--- src/rtl/sum_decoder.sv ---
// sum_decoder: recovers operand B from an adder result (sum = A + B) by
// subtracting A from the sum one bit per clock, LSB first, with a ripple
// borrow. Valid/ready handshake on both the input pair and the result.
// Optional error flag is enabled by defining SUM_DEC_ERR_EN; without it
// out_err is tied low and no error logic is built.
module sum_decoder #(
  parameter int WIDTH = 8,
  parameter int CNT_W = 4
) (
  input  logic             clk,
  input  logic             rst_n,
  input  logic             in_valid,
  output logic             in_ready,
  input  logic [WIDTH:0]   in_sum,
  input  logic [WIDTH-1:0] in_a,
  output logic             out_valid,
  input  logic             out_ready,
  output logic [WIDTH-1:0] out_b,
  output logic             out_err,
  output logic             busy
);

  typedef enum logic [1:0] {
    IDLE,
    RUN,
    DONE
  } state_t;

  state_t state;

  // Operand shift registers are WIDTH+1 wide so the sum's carry-out bit is
  // processed as an ordinary ninth bit against a zero-extended A.
  logic [WIDTH:0]   sum_sr;
  logic [WIDTH:0]   a_sr;
  logic [WIDTH-1:0] diff;
  logic             borrow;
  logic [CNT_W-1:0] cnt;

  logic x;
  logic y;
  logic d;
  logic borrow_next;
  logic last_bit;

  // One full-subtractor slice working on the current LSBs.
  assign x           = sum_sr[0];
  assign y           = a_sr[0];
  assign d           = x ^ y ^ borrow;
  assign borrow_next = (~x & y) | (~x & borrow) | (y & borrow);
  assign last_bit    = (cnt == CNT_W'(WIDTH));

  // The input side is only open in IDLE and is held closed during reset.
  assign in_ready = rst_n & (state == IDLE);
  assign busy     = (state == RUN) | (state == DONE);

`ifdef SUM_DEC_ERR_EN
  logic err_q;
  assign out_err = err_q;

  // Error flag: a final borrow means sum < A, and a set top difference bit
  // means the difference does not fit in WIDTH bits. The top difference
  // bit is the one produced on the last cycle, so it is taken straight
  // from the slice rather than stored.
  always_ff @(posedge clk) begin
    if (!rst_n) begin
      err_q <= 1'b0;
    end else if (state == RUN && last_bit) begin
      err_q <= borrow_next | d;
    end else if (state == DONE && out_ready) begin
      err_q <= 1'b0;
    end
  end
`else
  assign out_err = 1'b0;
`endif

  // Control FSM and datapath: load in IDLE, shift one bit per cycle in
  // RUN, hold the registered result in DONE until the consumer takes it.
  always_ff @(posedge clk) begin
    if (!rst_n) begin
      state     <= IDLE;
      sum_sr    <= '0;
      a_sr      <= '0;
      diff      <= '0;
      borrow    <= 1'b0;
      cnt       <= '0;
      out_valid <= 1'b0;
      out_b     <= '0;
    end else begin
      case (state)
        IDLE: begin
          if (in_valid) begin
            sum_sr <= in_sum;
            a_sr   <= {1'b0, in_a};
            diff   <= '0;
            borrow <= 1'b0;
            cnt    <= '0;
            state  <= RUN;
          end
        end
        RUN: begin
          sum_sr <= {1'b0, sum_sr[WIDTH:1]};
          a_sr   <= {1'b0, a_sr[WIDTH:1]};
          borrow <= borrow_next;
          cnt    <= cnt + CNT_W'(1);
          if (last_bit) begin
            out_b     <= diff;
            out_valid <= 1'b1;
            state     <= DONE;
          end else begin
            diff <= {d, diff[WIDTH-1:1]};
          end
        end
        DONE: begin
          if (out_ready) begin
            out_valid <= 1'b0;
            state     <= IDLE;
          end
        end
        default: begin
          state <= IDLE;
        end
      endcase
    end
  end

endmodule

--- config.mk ---
export PLATFORM = sky130hd
export DESIGN_NAME = sum_decoder
export DESIGN_NICKNAME = d
export VERILOG_FILES = /design/src/rtl/sum_decoder.sv
export SDC_FILE = /design/constraint.sdc
export NUM_CORES = 1
export LEC_CHECK = 0
export BUFFER_PORTS_ARGS = -buffer_cell sky130_fd_sc_hd__buf_2
export CAP_MARGIN = 40
export CORE_MARGIN = 2
export CORE_UTILIZATION = 50
export DETAILED_ROUTE_END_ITERATION = 10
export MAX_ROUTING_LAYER = met4
export PLACE_DENSITY_LB_ADDON = 0.3
export SETUP_SLACK_MARGIN = 0.15
export SLEW_MARGIN = 5
export SYNTH_ARGS = -nofsm -noshare
export SYNTH_HDL_FRONTEND = slang
export SYNTH_SLANG_ARGS = --single-unit
--- constraint.sdc ---
create_clock -name clk -period 1.7 [get_ports clk]
set_input_delay 0 -clock clk [delete_from_list [all_inputs] [get_ports clk]]
set_output_delay 0 -clock clk [all_outputs]
set_load 0.05 [all_outputs]
---- Yosys cells after proc, flatten, opt, wreduce, memory -nomap -nowiden ----
Index checks and enable logic that the tools add are counted.
storage, ports and cells
  bits in registers ....................... 42
  output and inout port bits .............. 12
  word-level logic and storage cells ...... 52
operators by class
  $add $sub $neg .......................... 1
  eq/ne operators ......................... 7
  multiplexer cells ....................... 18
  bitwise gates (word level) .............. 10
  reduce and logical (&&, ||, !) cells .... 8
operators with widths
  operator                                                          number
  9-bit case mux with 2 select lines                                2
  9-bit 2-to-1 mux                                                  2
  8-bit 2-to-1 mux                                                  2
  8-bit case mux with 2 select lines                                1
  3-bit AND reduction                                               3
  2-bit inequality test (second input constant)                     4
  4-bit case mux with 2 select lines                                1
  2-bit 2-to-1 mux                                                  3
  2-bit case mux with 3 select lines                                1
  4-bit by 1-bit adder with 4-bit output (second input constant)    1
  1-bit bitwise AND                                                 4
  4-bit == test (second input constant)                             1
  4-bit 2-to-1 mux                                                  1
  1-bit case mux with 2 select lines                                2
  2-bit AND reduction                                               2
  2-bit nonzero test                                                2
  1-bit 2-to-1 mux                                                  3
  1-bit bitwise OR                                                  3
  2-bit by 1-bit == test with 1-bit output (second input constant)  1
  2-bit == test (second input constant)                             1
  2-bit zero test                                                   1
  1-bit XOR                                                         2
  1-bit inverter                                                    1

---- Longest topological paths before layout ----
  word-level depth ........................ 5
  mapped depth ............................ 6

---- Worst setup path before layout ----
No wires, ideal clock.
  path type ............................... register -> register
  start point ............................. register state[0]
  end point ............................... register cnt[3]
  setup time .............................. 0.074 ns
  arrival time ............................ 1.501 ns
  data required time ...................... 1.626 ns
  path slack .............................. 0.124 ns
  stages on the path, launching flop included .. 6
  period minus slack after synthesis ...... 1.576 ns
  path through ............................ dfxtp_1 inv_1 ha_1 mux2i_2 or4b_1 a31oi_1
between the ends
  cells in the longest elaborated chain, start to end .. 3
  elaborated cells on any way between the ends .. 6
  those cells by class .................... eq/ne (2); mux (1); reduce/logical (3)
RTL lines
  item                                                                                 line  text
  start: declaration                                                                   29    state_t state;
  start signal: assignment                                                             81    state <= IDLE;
  start signal: assignment                                                             98    state <= RUN;
  start signal: assignment                                                             109   state <= DONE;
  2-bit by 1-bit == test with 1-bit output / 2-bit zero test (equally long branches)   90    case (state)
  2-bit nonzero test (no source line) / 2-bit inequality test (equally long branches)  n/a
  2-bit AND reduction (no source line)                                                 n/a
  end signal: assignment                                                               105   cnt <= cnt + CNT_W'(1);
  end: declaration                                                                     37    logic [CNT_W-1:0] cnt;
Several ways; a longest one is shown, not always the timed one.
A chain may end at the register's enable or synchronous reset.

---- Worst setup path in the final report ----
  start point ............................. register state[0]
  end point ............................... register diff[7]
between the ends
  cells in the longest elaborated chain, start to end .. 3
  elaborated cells on any way between the ends .. 7
  those cells by class .................... eq/ne (3); mux (1); reduce/logical (3)
RTL lines
  item                                                                                 line  text
  2-bit by 1-bit == test with 1-bit output / 2-bit zero test (equally long branches)   90
  2-bit inequality test (no source line) / 2-bit nonzero test (equally long branches)  n/a
  3-bit AND reduction (no source line)                                                 n/a
  end signal: assignment                                                               111   diff <= {d, diff[WIDTH-1:1]};
  end: declaration                                                                     35    logic [WIDTH-1:0] diff;
Several ways; a longest one is shown, not always the timed one.

==> metrics.txt <==
sequential area share after synthesis approximately 46%; most common library cells after synthesis dfxtp_1, nand2_1, nor2_1; post-synth top area share 45.91%; LEAKAGE between 0.9 and 1 nW; Routability Congestion approximately 0.79; Reg clk slew, reported paths ~130 ps; # DRC 0; Via density 5.166; Layout fillers around 270; critical path class reg -> reg; final hold violations 0; worst vdd ir ~0.70 mV; Chip Height 63.80 um; Yosys reg bits a little over 40; overall power approximately 2.8 mW; Die W ~64 um; Via Count about 1500; vias in the first global route 1481; Syn Area/Cell 9.076 um2; nets@finish 277; synthesized cell area 1788 um2; most frequent cell after synthesis dfxtp_1; power density over the cells around 1200 nW/um2; share of cells above drive strength 1 23.60%; synthesized instance count between 150 and 200; Hold Crit Depth 3; core area around 3400 um2; Routed Antenna Nets 0; root buf cell clkbuf_4; clk_lat worst skew around 350 ps; Clock Tree Buf Depth 2; antenna violations before repair 0; period utilisation layout about nine tenths; design area between 2000 and 2500 um2; Synth Net Count 225; post-synthesis cell type count 30; Max Freq about 660 MHz; Max Cap Violations 0; Worst EP required around 1900 ps; Routed wire per std cell ~12 um; Row Count 21; CP Capture Type flip-flop; largest net degree at the start of global routing 34; IO buf count 31; die area ~4100 um2; first-pass GRT wire length ~6300 um; Layout area overhead 31.07%; post-route minimum period 1512 ps; initial core utilization between 50% and 60%; Worst Path Arrival 1760 ps; Finished Layout Cells about 300; Yosys warnings 0; EDFF count, synth 0; hold slack just under 20 ps; initial drt markers 36; crit-path max FO 8; RSZ-0062 raised after global routing false; H-tree depth 2; Post-DP HPWL around 2200 um; clk_skew between 7 and 8 ps; total CTS buffers 5; CTS tree done; outcome finished clean; Final Max Slew Viols 0; asr flop ratio synth 0%; length of the first detailed-routing pass in iterations 4; Hold Crit Class in -> reg; area leader, netlist dfxtp_1; gr ovfl total 0; startpoint types flip-flop; Synth area leaders dfxtp_1, mux2i_1, a211oi_1; GRT Total Usage 20.29%; Setup-failing EPs final 0; Most used DFF post-synth dfxtp_1; reg2reg path depth 6; clk sinks 41; Antenna Cells 0; Top Ports 33; Post-DP Area ~2000 um2; Placed Cells between 200 and 300; WL final between 3000 and 4000 um
area by class of cell:
type	instances	area [um2]	share of cell area, %
flip-flops and latches	41	823.3	35.13
well taps	46	57.56	2.456
multi-input cells	137	933.4	39.83
repair buffers	57	396.6	16.92
inverters	7	26.28	1.121
clock buffers	5	37.54	1.602
clock inverters	3	68.82	2.936
flip-flops by register name, summed over array words and instances (netlist names):
name,cells
cnt,4
state,2
diff,8
out_b,8
a_sr,8
borrow,1
out_valid,1
sum_sr,9
power breakdown:
part           switching [mW]  total [mW]  internal, mW
registers              0.0694        1.15          1.08
logic                   0.499       0.895         0.395
clock network           0.334       0.797         0.463
cell families after synthesis:
group           share of synthesized area, %
other cells                           0.2097
flops                                  45.91
fa+ha+maj                              5.318
simple gates                           17.08
compound gates                         15.89
buf+inv                                4.689
mux                                    10.92
path summary, 6_finish.rpt:
path	startpoint	to	slack [ps]
setup / recovery	state[0]$_SDFFE_PN0P_	diff[7]$_SDFFE_PN0P_	190
hold / removal	in_sum[3]	sum_sr[3]$_SDFFE_PN0P_	20
setup reg to reg	state[0]$_SDFFE_PN0P_	diff[7]$_SDFFE_PN0P_	190
hold reg to reg	diff[2]$_SDFFE_PN0P_	out_b[2]$_SDFFE_PN0P_	460
stage by stage:
stage	setup TNS [ps]	worst slack, ps	utilization [%]
after floorplan	0	150.7	-
after global placement	0	39.03	58.84
after detailed placement	-49.53	-23.76	58.84
after CTS	0	153.7	68.36
after global routing	0	122.6	69.14
final	0	188.3	69.14
cell usage in the layout (no fill, tap or decap), drive strengths merged, types with 2 or more instances in the layout:
cell and n:
nand3b 3, mux2i 18, inv 8, a211oi 16, o21ai 2, buf 40, bufinv 2, o22ai 7
nand4b 2, ha 6, dlygate4sd3 17, clkbuf 5, nand2 32, a21oi 12, a32oi 2, dfxtp 41
nor2 18, nand3 5, nor2b 3
routing by layer:
| layer | track usage (%) | wire (um) | vias up |
|---|---|---|---|
| met5 | - | 0 | - |
| met4 | 5.707 | 65 | 0 |
| met3 | 6.338 | 139 | 9 |
| met2 | 35.55 | 1820 | 27 |
| met1 | 22.06 | 1602 | 698 |
| li1 | - | - | 795 |
timing repair:
item | 4_1_cts | 5_1_grt
pin swaps | 0 | 4
setup buffers | 2 | 2
hold endpoints to repair | 17 | 0
endpoints found under the setup margin | 36 | 15
hold buffers | 17 | 0
gates resized for setup | 7 | 4
critical path: stages, from the launching register on:
cell and delay, ps:
dfxtp_2 350, buf_4 140, ha_4 180, buf_4 150, and4b_1 200, nor2_2 250
o32ai_1 140
No activity file was read; power rests on OpenSTA's default activity.
